File: config.mk
export PLATFORM = sky130hd
export DESIGN_NAME = md_unit_flat
export DESIGN_NICKNAME = d
export VERILOG_FILES = /design/src/rtl/md_unit_pkg.sv /design/src/rtl/md_unit_if.sv /design/src/rtl/md_div_core.sv /design/src/rtl/md_unit.sv /design/src/flat_wrapper.sv
export SDC_FILE = /design/constraint.sdc
export NUM_CORES = 2
export LEC_CHECK = 0
export BUFFER_PORTS_ARGS = -buffer_cell sky130_fd_sc_hd__clkbuf_2
export CORE_MARGIN = 8
export CORE_UTILIZATION = 50
export DETAILED_ROUTE_END_ITERATION = 10
export PLACE_DENSITY = 0.66
export REMOVE_ABC_BUFFERS = 1
export SLEW_MARGIN = 5
export SYNTH_ARGS = -nofsm -noshare
export SYNTH_HDL_FRONTEND = slang
export SYNTH_SLANG_ARGS = --single-unit
File: constraint.sdc
create_clock -name clk -period 11.3 [get_ports clk]
set_input_delay 1.13 -clock clk [delete_from_list [all_inputs] [get_ports clk]]
set_output_delay 1.13 -clock clk [all_outputs]
set_load 0.02 [all_outputs]
File: src/rtl/md_unit_pkg.sv
// -----------------------------------------------------------------------------
// md_unit_pkg
// Shared EX-stage definitions: base opcodes, memory access kinds and sizes,
// and the multiply/divide operation encoding used by md_unit.
//   md_op_t bit 2 set = divide family; bit 0 selects remainder within it.
// -----------------------------------------------------------------------------
package md_unit_pkg;

  typedef enum logic [6:0] {
    OP_LUI    = 7'b0110111,
    OP_AUIPC  = 7'b0010111,
    OP_JAL    = 7'b1101111,
    OP_JALR   = 7'b1100111,
    OP_BRANCH = 7'b1100011,
    OP_LOAD   = 7'b0000011,
    OP_STORE  = 7'b0100011,
    OP_IMM    = 7'b0010011,
    OP_REG    = 7'b0110011,
    OP_FENCE  = 7'b0001111,
    OP_SYSTEM = 7'b1110011
  } opcode_t;

  typedef enum logic [1:0] {
    MEM_NONE  = 2'b00,
    MEM_LOAD  = 2'b01,
    MEM_STORE = 2'b10
  } mem_type_t;

  typedef enum logic [1:0] {
    MEM_B = 2'b00,
    MEM_H = 2'b01,
    MEM_W = 2'b10
  } mem_size_t;

  // 3'b011 is not listed; md_unit decodes it as a low-half multiply.
  typedef enum logic [2:0] {
    MD_MUL   = 3'b000,
    MD_MULH  = 3'b001,
    MD_MULHU = 3'b010,
    MD_DIV   = 3'b100,
    MD_MOD   = 3'b101,
    MD_DIVU  = 3'b110,
    MD_MODU  = 3'b111
  } md_op_t;

endpackage

File: src/rtl/md_unit_if.sv
// -----------------------------------------------------------------------------
// md_unit_if
// Request/result handshake between one EX-stage lane (master) and its
// multiply/divide unit (slave).
//   flush              master->slave  cancel in-flight op, ignore same-cycle input
//   in_valid/in_ready  request handshake
//   in_op, in_src1, in_src2, in_tag   request payload
//   out_valid/out_ready result handshake
//   out_result, out_tag                result payload
//   busy               slave->master  unit not idle
// -----------------------------------------------------------------------------
interface md_unit_if
  import md_unit_pkg::*;
#(
  parameter int WIDTH = 32,
  parameter int TAG_W = 5
);

  logic             flush;
  logic             in_valid;
  logic             in_ready;
  md_op_t           in_op;
  logic [WIDTH-1:0] in_src1;
  logic [WIDTH-1:0] in_src2;
  logic [TAG_W-1:0] in_tag;
  logic             out_valid;
  logic             out_ready;
  logic [WIDTH-1:0] out_result;
  logic [TAG_W-1:0] out_tag;
  logic             busy;

  modport master (
    output flush, in_valid, in_op, in_src1, in_src2, in_tag, out_ready,
    input  in_ready, out_valid, out_result, out_tag, busy
  );

  modport slave (
    input  flush, in_valid, in_op, in_src1, in_src2, in_tag, out_ready,
    output in_ready, out_valid, out_result, out_tag, busy
  );

endinterface

File: src/rtl/md_div_core.sv
// -----------------------------------------------------------------------------
// md_div_core
// Iterative restoring divider on unsigned magnitudes, one quotient bit per
// cycle for WIDTH cycles.
//   clk, reset     clock, synchronous active-high reset
//   kill_i         abandon the current division
//   start_i        latch dividend_i/divisor_i and begin
//   done_o         high during the final iteration; quotient_o/remainder_o
//                  hold the final values from the following cycle
//   quotient_o     quotient magnitude (all ones for a zero divisor)
//   remainder_o    remainder magnitude (dividend for a zero divisor)
// -----------------------------------------------------------------------------
module md_div_core #(
  parameter int WIDTH = 32
) (
  input  logic             clk,
  input  logic             reset,
  input  logic             kill_i,
  input  logic             start_i,
  input  logic [WIDTH-1:0] dividend_i,
  input  logic [WIDTH-1:0] divisor_i,
  output logic             done_o,
  output logic [WIDTH-1:0] quotient_o,
  output logic [WIDTH-1:0] remainder_o
);

  localparam int CW = $clog2(WIDTH);

  logic             run_q;
  logic [CW-1:0]    cnt_q;
  logic [WIDTH-1:0] quo_q;   // dividend bits shift out the top, quotient bits in the bottom
  logic [WIDTH-1:0] rem_q;
  logic [WIDTH-1:0] dvs_q;
  logic [WIDTH:0]   shifted;
  logic [WIDTH:0]   diff;

  // Partial remainder stays below the divisor, so one extra bit suffices.
  always_comb begin
    shifted = {rem_q, quo_q[WIDTH-1]};
    diff    = shifted - {1'b0, dvs_q};
  end

  // NOTE: sequential state uses non-blocking assignments so every register
  // samples pre-edge values regardless of statement order.
  always_ff @(posedge clk) begin
    if (reset || kill_i) begin
      run_q <= 1'b0;
    end else if (start_i) begin
      run_q <= 1'b1;
    end else if (done_o) begin
      run_q <= 1'b0;
    end
  end

  // NOTE: pure datapath registers carry no reset; run_q qualifies them and
  // start_i always reloads them before use.
  always_ff @(posedge clk) begin
    if (start_i) begin
      quo_q <= dividend_i;
      rem_q <= '0;
      dvs_q <= divisor_i;
      cnt_q <= CW'(WIDTH - 1);
    end else if (run_q) begin
      cnt_q <= cnt_q - CW'(1);
      if (!diff[WIDTH]) begin
        rem_q <= diff[WIDTH-1:0];
        quo_q <= {quo_q[WIDTH-2:0], 1'b1};
      end else begin
        rem_q <= shifted[WIDTH-1:0];
        quo_q <= {quo_q[WIDTH-2:0], 1'b0};
      end
    end
  end

  assign done_o      = run_q && (cnt_q == '0);
  assign quotient_o  = quo_q;
  assign remainder_o = rem_q;

endmodule

File: src/rtl/md_unit.sv
// -----------------------------------------------------------------------------
// md_unit
// Multiply/divide execution unit for one EX lane: fixed-latency multiplier
// and iterative restoring divider behind a valid/ready handshake, one op in
// flight, result tag, flush cancellation.
//   clk, reset   clock, synchronous active-high reset
//   bus          md_unit_if.slave (request, result, flush, busy)
// Parameters: WIDTH (>=4), MUL_LAT (>=1), TAG_W.
// Build option: define MD_DIV_EARLY_OUT_EN to let divides with a zero divisor
// or |dividend| < |divisor| complete one cycle after accept.
// -----------------------------------------------------------------------------
module md_unit
  import md_unit_pkg::*;
#(
  parameter int WIDTH   = 32,
  parameter int MUL_LAT = 2,
  parameter int TAG_W   = 5
) (
  input  logic      clk,
  input  logic      reset,
  md_unit_if.slave  bus
);

  typedef enum logic [2:0] {S_IDLE, S_MUL, S_DIV, S_FIX, S_DONE} state_t;

  localparam int                MC_W     = (MUL_LAT > 1) ? $clog2(MUL_LAT) : 1;
  localparam logic [MC_W-1:0]   MUL_LOAD = MC_W'((MUL_LAT > 1) ? MUL_LAT - 2 : 0);

  // Full 2*WIDTH product; only MULH treats operands as signed.
  function automatic logic [WIDTH-1:0] mul_result(md_op_t op, logic [WIDTH-1:0] a,
                                                  logic [WIDTH-1:0] b);
    logic               sgn;
    logic [2*WIDTH-1:0] ea, eb, prod;
    sgn  = (op == MD_MULH);
    ea   = {{WIDTH{sgn & a[WIDTH-1]}}, a};
    eb   = {{WIDTH{sgn & b[WIDTH-1]}}, b};
    prod = ea * eb;
    return (op == MD_MULH || op == MD_MULHU) ? prod[2*WIDTH-1:WIDTH] : prod[WIDTH-1:0];
  endfunction

  // Sign fixup; neg flags are only ever set for signed divide ops.
  function automatic logic [WIDTH-1:0] div_result(md_op_t op, logic [WIDTH-1:0] q,
                                                  logic [WIDTH-1:0] r, logic neg_a,
                                                  logic neg_b);
    logic [WIDTH-1:0] qs, rs;
    qs = (neg_a ^ neg_b) ? -q : q;
    rs = neg_a ? -r : r;
    return op[0] ? rs : qs;
  endfunction

  state_t           state_q, state_d;
  md_op_t           op_q;
  logic [WIDTH-1:0] src1_q, src2_q;
  logic [TAG_W-1:0] tag_q, tag_d;
  logic             neg1_q, neg2_q;
  logic [MC_W-1:0]  mul_cnt_q;
  logic [WIDTH-1:0] out_result_q, result_d;
  logic [TAG_W-1:0] out_tag_q;
  logic             result_we;

  logic             in_ready_c, accept;
  logic             in_div, in_signed_div, in_neg1, in_neg2;
  logic [WIDTH-1:0] in_mag1, in_mag2;
  logic             div_early;
  logic [WIDTH-1:0] div_early_result;
  logic             direct;
  logic [WIDTH-1:0] direct_result;
  state_t           entry_state;
  logic             div_done;
  logic [WIDTH-1:0] div_quo, div_rem;

  // Back-to-back issue is allowed in the cycle the previous result is taken.
  assign in_ready_c = ((state_q == S_IDLE) || (state_q == S_DONE && bus.out_ready)) && !bus.flush;
  assign accept     = bus.in_valid && in_ready_c;

  assign in_div        = bus.in_op[2];
  assign in_signed_div = in_div && !bus.in_op[1];
  assign in_neg1       = in_signed_div && bus.in_src1[WIDTH-1];
  assign in_neg2       = in_signed_div && bus.in_src2[WIDTH-1];
  assign in_mag1       = in_neg1 ? -bus.in_src1 : bus.in_src1;
  assign in_mag2       = in_neg2 ? -bus.in_src2 : bus.in_src2;

`ifdef MD_DIV_EARLY_OUT_EN
  // Trivial divides: the full restoring path would produce exactly these.
  assign div_early        = in_div && ((in_mag2 == '0) || (in_mag1 < in_mag2));
  assign div_early_result = div_result(bus.in_op, (in_mag2 == '0) ? '1 : '0, in_mag1,
                                       in_neg1, in_neg2);
`else
  assign div_early        = 1'b0;
  assign div_early_result = '0;
`endif

  // Ops that finish at the accept edge write the result from the input pins;
  // the pin-side multiplier folds away unless MUL_LAT is 1.
  assign direct        = in_div ? div_early : (MUL_LAT == 1);
  assign direct_result = in_div ? div_early_result
                                : mul_result(bus.in_op, bus.in_src1, bus.in_src2);
  assign entry_state   = direct ? S_DONE : (in_div ? S_DIV : S_MUL);

  md_div_core #(.WIDTH(WIDTH)) u_div_core (
    .clk        (clk),
    .reset      (reset),
    .kill_i     (bus.flush),
    .start_i    (accept && in_div && !div_early),
    .dividend_i (in_mag1),
    .divisor_i  (in_mag2),
    .done_o     (div_done),
    .quotient_o (div_quo),
    .remainder_o(div_rem)
  );

  // NOTE: every variable driven here gets a default first, so no path leaves
  // one unassigned and no latch is inferred.
  always_comb begin
    state_d   = state_q;
    result_we = 1'b0;
    result_d  = out_result_q;
    tag_d     = tag_q;
    case (state_q)
      S_IDLE: ;
      S_MUL: begin
        if (mul_cnt_q == '0) begin
          state_d   = S_DONE;
          result_we = 1'b1;
          result_d  = mul_result(op_q, src1_q, src2_q);
        end
      end
      S_DIV:  if (div_done) state_d = S_FIX;
      S_FIX: begin
        state_d   = S_DONE;
        result_we = 1'b1;
        result_d  = div_result(op_q, div_quo, div_rem, neg1_q, neg2_q);
      end
      S_DONE: if (bus.out_ready) state_d = S_IDLE;
      default: state_d = S_IDLE;
    endcase
    if (accept) begin
      state_d = entry_state;
      if (direct) begin
        result_we = 1'b1;
        result_d  = direct_result;
        tag_d     = bus.in_tag;
      end
    end
    // Flush wins over everything, including a same-cycle result write.
    if (bus.flush) begin
      state_d   = S_IDLE;
      result_we = 1'b0;
    end
  end

  always_ff @(posedge clk) begin
    if (reset) begin
      state_q      <= S_IDLE;
      out_result_q <= '0;
      out_tag_q    <= '0;
    end else begin
      state_q <= state_d;
      if (result_we) begin
        out_result_q <= result_d;
        out_tag_q    <= tag_d;
      end
    end
  end

  always_ff @(posedge clk) begin
    if (accept) begin
      op_q      <= bus.in_op;
      src1_q    <= bus.in_src1;
      src2_q    <= bus.in_src2;
      tag_q     <= bus.in_tag;
      neg1_q    <= in_neg1;
      neg2_q    <= in_neg2;
      mul_cnt_q <= MUL_LOAD;
    end else if (state_q == S_MUL) begin
      mul_cnt_q <= mul_cnt_q - MC_W'(1);
    end
  end

  assign bus.in_ready   = in_ready_c;
  assign bus.out_valid  = (state_q == S_DONE);
  assign bus.out_result = out_result_q;
  assign bus.out_tag    = out_tag_q;
  assign bus.busy       = (state_q != S_IDLE);

endmodule

File: src/flat_wrapper.sv
// flat-port wrapper written by rule: the top's interface ports become plain ports
module md_unit_flat import md_unit_pkg::*;
#(
  parameter int WIDTH   = 32,
  parameter int MUL_LAT = 2,
  parameter int TAG_W   = 5
)
  (clk, reset, bus_flush, bus_in_valid, bus_in_op, bus_in_src1, bus_in_src2, bus_in_tag, bus_out_ready, bus_in_ready, bus_out_valid, bus_out_result, bus_out_tag, bus_busy);
  md_unit_if #(.WIDTH(WIDTH), .TAG_W(TAG_W)) bus_i ();
  input  logic clk;
  input  logic reset;
  input wire logic [$bits(bus_i.flush)-1:0] bus_flush;
  input wire logic [$bits(bus_i.in_valid)-1:0] bus_in_valid;
  input wire logic [$bits(bus_i.in_op)-1:0] bus_in_op;
  input wire logic [$bits(bus_i.in_src1)-1:0] bus_in_src1;
  input wire logic [$bits(bus_i.in_src2)-1:0] bus_in_src2;
  input wire logic [$bits(bus_i.in_tag)-1:0] bus_in_tag;
  input wire logic [$bits(bus_i.out_ready)-1:0] bus_out_ready;
  output wire logic [$bits(bus_i.in_ready)-1:0] bus_in_ready;
  output wire logic [$bits(bus_i.out_valid)-1:0] bus_out_valid;
  output wire logic [$bits(bus_i.out_result)-1:0] bus_out_result;
  output wire logic [$bits(bus_i.out_tag)-1:0] bus_out_tag;
  output wire logic [$bits(bus_i.busy)-1:0] bus_busy;
  assign bus_i.flush = bus_flush;
  assign bus_i.in_valid = bus_in_valid;
  assign bus_i.in_op = bus_in_op;
  assign bus_i.in_src1 = bus_in_src1;
  assign bus_i.in_src2 = bus_in_src2;
  assign bus_i.in_tag = bus_in_tag;
  assign bus_i.out_ready = bus_out_ready;
  assign bus_in_ready = bus_i.in_ready;
  assign bus_out_valid = bus_i.out_valid;
  assign bus_out_result = bus_i.out_result;
  assign bus_out_tag = bus_i.out_tag;
  assign bus_busy = bus_i.busy;
  md_unit #(.WIDTH(WIDTH), .MUL_LAT(MUL_LAT), .TAG_W(TAG_W)) u_core (.clk(clk), .reset(reset), .bus(bus_i));
endmodule
* After elaboration in Yosys (flattened, before gate mapping)
Index checks and enable logic that the tools add are counted.
** Storage, ports and cells
- Input port bits :: 77
- Bits in registers :: 217
- Logic and storage cells :: 82
- Output and inout bits :: 40
** Operators by class
- Bitwise operators :: 3
- Equal/unequal tests :: 11
- Multiply operators :: 1
- Add/sub/neg operators :: 7
- Reduce and logical (&&, ||, !) cells :: 22
- Muxes and demuxes :: 23
** Operator list (number)
- 32-bit two-way mux :: 10
- 32-bit negation :: 4
- 33-bit by 33-bit multiplier with 64-bit output :: 1
- 32-bit one-hot mux with 2 select lines :: 1
- 33-bit by 32-bit subtractor with 33-bit output :: 1
- 3-bit one-hot mux with 5 select lines :: 1
- 3-bit two-way mux :: 4
- 3-bit by 2-bit == test with 1-bit output, second input constant :: 3
- 1-bit logical AND :: 8
- 3-bit by 1-bit == test with 1-bit output, second input constant :: 2
- 2-bit nonzero test :: 3
- 5-bit logical NOT :: 1
- 1-bit two-way mux :: 5
- 5-bit by 1-bit subtractor with 5-bit output, second input constant :: 1
- 4-bit AND reduction :: 1
- 3-bit == test, second input constant :: 1
- 3-bit logical NOT :: 1
- 1-bit logical OR :: 3
- 3-bit by 1-bit != test with 1-bit output, second input constant :: 1
- 3-bit by 2-bit != test with 1-bit output, second input constant :: 1
- 3-bit != test, second input constant :: 1
- 3-bit AND reduction :: 1
- 3-bit nonzero test :: 1
- 1-bit bitwise AND :: 2
- other kinds (8) :: 9

* Depth between registers and ports, before layout
- Word-level depth :: 7
- Mapped depth :: 34
- Depth with buffers taken out :: 31

* Modules after synthesis
Synthesis repeated with hierarchy kept, for this count alone.
** Unflattened totals
- Cells, all modules :: 5553
- Area, all modules :: 50938.9 µm²
** Modules (own cells, without submodules)
- md_unit :: sequential area each 3042.9 µm², instances 1, area each 44991.9 µm², cells each 4991
- md_div_core :: sequential area each 2682.6 µm², instances 1, area each 5947.0 µm², cells each 562

* Worst setup path before layout
No wires, ideal clock.
- Kind :: register to register
- Start :: reg u_core.op_q[0]
- End :: reg u_core.out_result_q[27], in the netlist u_core.bus.out_result[27]
- Arrival time :: 8.170 ns
- Buffers on the path :: 3
- Clock period less this slack :: 8.297 ns
- Slack :: 3.003 ns
- Cell stages (with the launch flop) :: 31
- Data required time :: 11.173 ns
- Setup time :: 0.127 ns
- Cells stage by stage :: edfxtp_1 clkbuf_1 nor3b_1 clkbuf_1 and3_1 fa_1 fa_1 fa_1 inv_1 fa_1 inv_1 fa_1 fa_1 inv_1 fa_1 fa_1 inv_1 ha_1 clkbuf_1 and3_1 nor2b_1 nand2_1 a221oi_1 o211ai_1 nor3_1 o21ai_0 a21oi_1 a31oi_1 xnor2_1 a211oi_1 o31ai_1
** On the way
- Word-level cells in the longest chain between the ends :: 6
- Elaborated cells between the ends (all ways) :: 10
- Those cells by class :: 1 x mul; 2 x eq/ne; 4 x mux; 2 x bitwise; 1 x reduce/logical
** RTL lines
- from (decl) :: line md_unit.sv:52 : md_op_t op_q;
- from (signal assigned) :: line md_unit.sv:168 : op_q <= bus.in_op;
- 3-bit by 1-bit == test with 1-bit output :: line md_unit.sv:34, md_unit.sv:38
- 1-bit bitwise AND (on tied branches) :: line md_unit.sv:35, md_unit.sv:36
- 33-bit by 33-bit multiplier with 64-bit output :: line md_unit.sv:37 : prod = ea * eb;
- 32-bit two-way mux :: line md_unit.sv:38 : return (op == MD_MULH || op == MD_MULHU) ? prod[2*WIDTH-1:WIDTH] : prod[WIDTH-1:0];
- 32-bit two-way mux :: line md_unit.sv:122 : if (mul_cnt_q == '0) begin
- 32-bit one-hot mux with 2 select lines (*) :: line md_unit.sv:119 : case (state_q)
- to (signal assigned) :: line md_unit.sv:160 : out_result_q <= result_d;
- to (decl) :: line md_unit.sv:57 : logic [WIDTH-1:0] out_result_q, result_d;
Mark *: on every way between the ends. The rest lies on a longest branch, timed or not. The select of a mux whose other input is x is not followed.
A chain may end at the register's enable or synchronous reset.

* Worst setup path after layout
- Start :: reg u_core.src2_q[9]
- End :: reg u_core.out_result_q[28], in the netlist u_core.bus.out_result[28]
** On the way
- Word-level cells in the longest chain between the ends :: 4
** RTL lines
- from (decl) :: line md_unit.sv:53 : logic [WIDTH-1:0] src1_q, src2_q;
- from (signal assigned) :: line md_unit.sv:170 : src2_q <= bus.in_src2;
- 33-bit by 33-bit multiplier with 64-bit output :: line md_unit.sv:37
- 32-bit two-way mux :: line md_unit.sv:38
- 32-bit two-way mux :: line md_unit.sv:122
- 32-bit one-hot mux with 2 select lines :: line md_unit.sv:119
Every way passes these cells. The select of a mux whose other input is x is not followed.

==> metrics.csv <==
metric;value;unit
finalWirelength;138000;µm
ys_warn_count;0;
gr-total-overflow;0;
start_kind;flip-flop;
dp.final_hpwl;113000;µm
cts_hold_buf;0;
period_share;82.7;%
worst_pin_slew;1.16;ns
core;0.0999;mm²
synth_area;0.0503;mm²
fillers;9201;
crit_family;adder cells;
dieArea;0.111;mm²
max_freq;0.107;GHz
die_w;333;µm
final_nets;6934;
rsz0062_at_grt;false;
area_delta_synth_final;5.41;%
syn_inst;5538;
routabilityCongestion;0.941;
final_common_cell;inv_1;
clock_path_buffers;3;
fin_crit;9.35;ns
vias;37500;
design_area;0.0530;mm²
htree_levels;1;
crit_path_frequent_cell;fa_1;
rows;116;
post_cts_buffers;0;
utilization;53.1;%
multi_input_area;0.0391;mm²
drc;0;
antenna_found_initial;12;
cts_tree;yes;
grt_max_degree;81;
vias_per_cell;5.51;
first_pass_iters;5;
seqCellArea;0.00573;mm²
wire_per_inst;20.3;µm
synth_edf_count;138;
antenna_left;0;
path_class;flip-flop to flip-flop;
cts.sinks;217;
place_area;0.0521;mm²
crit_required;11.71;ns
cp_slowest_cell;edfxtp_1;
async_flop_share;0;%
hold_viol_final;0;
cp_num_buf_inv;7;
maxCapViolCount;0;
root_buffer;clkbuf_16;
grt_usage;25.2;%
cp_max_fo;21;
ys_ff_latch;217;
setup_viol;0;
hold_path.class;flip-flop to flip-flop;
syn_avg_cell_area;9.08;µm²
fin_skew;0.0281;ns
ctsResizeCount;0;
drive_gt1_share;5.16;%
cts_buffers;25;
grt_pass1_vias;40200;
initial_core_util;50.4;%
drv_slew;0;
final_cell_mix;inv_1 (1189), fa_1 (1126), nand2_1 (902);
slew_headroom;22.5;%
insertion_delay;0.54;ns
synthDistinctLibCells;72;
crit_arrival;9.76;ns
ys_seq_area_share;11.4;%
crit_path_end_kind;flip-flop;
die_h;333;µm
timing.setup.tns;0;ns
synth_ff_type;edfxtp_1;
clk_pin_slew;0.06;ns
first_iter_violations;2900;
port_buffers;116;
status;completed;
critPathMaxStageDelay;1.12;ns
grt_pass1_wl;224000;µm
io_pins;117;
## per-layer routing
metal,GRT usage (%),part of all wire [%],vias up,routed length [µm]
met1,34.5,42,19400,57600
met4,6.18,2.8,4,3860
li1,-,-,16600,-
met2,42.8,48,1264,66600
met3,3.09,7.1,244,9790
met5,0,0.019,-,26
## stage by stage
| step | worst slack, ns | cells | hold WS, ns |
|---|---|---|---|
| after CTS | 2.04 | 6799 | 0.463 |
| final | 1.95 | 6804 | 0.463 |
| after global placement | 2.25 | 6753 | 0.441 |
| after detailed placement | 2.14 | 6753 | 0.452 |
| after floorplan | 1.51 | 5248 | 0.440 |
| after global routing | 1.55 | 6802 | 0.489 |
## synthesized netlist by cell type (5+ instances only)
cell       count  area share (%)
or4_1         13            0.19
xnor2_1      136             2.4
nor4_1        13            0.16
o21a_1        14            0.21
edfxtp_1     138             8.2
o41ai_1       16            0.28
a21oi_1      181             1.8
fa_1        1126              45
or3_1         14            0.17
nand2_1      903             6.7
clkbuf_1     279             2.1
a2111oi_0      6            0.10
nor2_1       172             1.3
a311oi_1       5           0.087
o31a_1         5           0.087
nor2b_1       18            0.22
a211oi_1      24            0.36
mux2i_1       24            0.48
a31oi_1       13            0.16
o22ai_1       11            0.14
nor3_1        33            0.33
or2_2         14            0.17
and2_1       315             3.9
o211ai_1      21            0.31
ha_1         249             6.2
nand4_1       17            0.21
nand2b_1      25            0.31
o21ai_0      168             1.7
a41oi_1        5           0.087
xor2_1        87             1.5
o21bai_1       9            0.13
nand3_1       31            0.31
and3_1        30            0.37
o31ai_1       36            0.54
a221oi_1       5           0.087
a21o_1        40            0.60
inv_1       1189             8.9
a21boi_0       6           0.090
buf_1          7           0.052
dfxtp_1       79             3.1
## kinds of logic (layout without fill, tap and decap cells)
family | count (synthesis) | in the layout | share of synthesized area [%]
AND/OR/NAND/NOR | 1615 | 1615 | 14.7
buffers and inverters | 1481 | 1444 | 11.1
adder cells (fa/ha/maj) | 1375 | 1375 | 51.0
AO/OA/AOI/OAI | 601 | 601 | 7.43
XOR/XNOR | 223 | 223 | 3.88
flip-flops | 217 | 217 | 11.4
multiplexers | 26 | 26 | 0.522
other | 0 | 5 | 0
## cell type report
| class | count | share of cell area [%] |
|---|---|---|
| Sequential cell | 217 | 10.8 |
| Clock inverter | 20 | 0.462 |
| Antenna cell | 5 | 0.0236 |
| Clock buffer | 26 | 1.19 |
| Inverter | 1191 | 8.43 |
| Multi-Input combinational cell | 3840 | 73.7 |
| Tap cell | 1298 | 3.06 |
| Timing Repair Buffer | 207 | 2.38 |
## path summary, 6_finish.rpt
kind                                            from                                      to  slack [ns]  cells past startpoint
hold / removal    u_core.bus.out_tag[3]$_SDFFE_PP0P_      u_core.bus.out_tag[3]$_SDFFE_PP0P_        0.46                      2
setup / recovery          u_core.src2_q[9]$_DFFE_PP_  u_core.bus.out_result[28]$_SDFFE_PP0P_        1.95                     28
setup reg to reg          u_core.src2_q[9]$_DFFE_PP_  u_core.bus.out_result[28]$_SDFFE_PP0P_        1.95                     28
hold reg to reg   u_core.bus.out_tag[3]$_SDFFE_PP0P_      u_core.bus.out_tag[3]$_SDFFE_PP0P_        0.46                      2
## worst register-to-register path, delay by kind of cell (launching register included)
kind            cells  cell delay (ns)
fa+ha+maj           9             4.55
compound gates      9             2.01
flops               1             1.12
simple gates        3             0.78
buf+inv             7             0.74
## flip-flops by register name, summed over array words and instances, names as in the netlist, 5 cells and up
name / count
u_core.u_div_core.dvs_q: 32
u_core.src1_q: 32
u_core.u_div_core.quotient_o: 32
u_core.u_div_core.cnt_q: 5
u_core.u_div_core.remainder_o: 32
u_core.bus.out_result: 32
u_core.tag_q: 5
u_core.src2_q: 32
u_core.bus.out_tag: 5
Power is not shown: default switching activity piles up to over one toggle a cycle in this logic, so the estimate is an artifact.
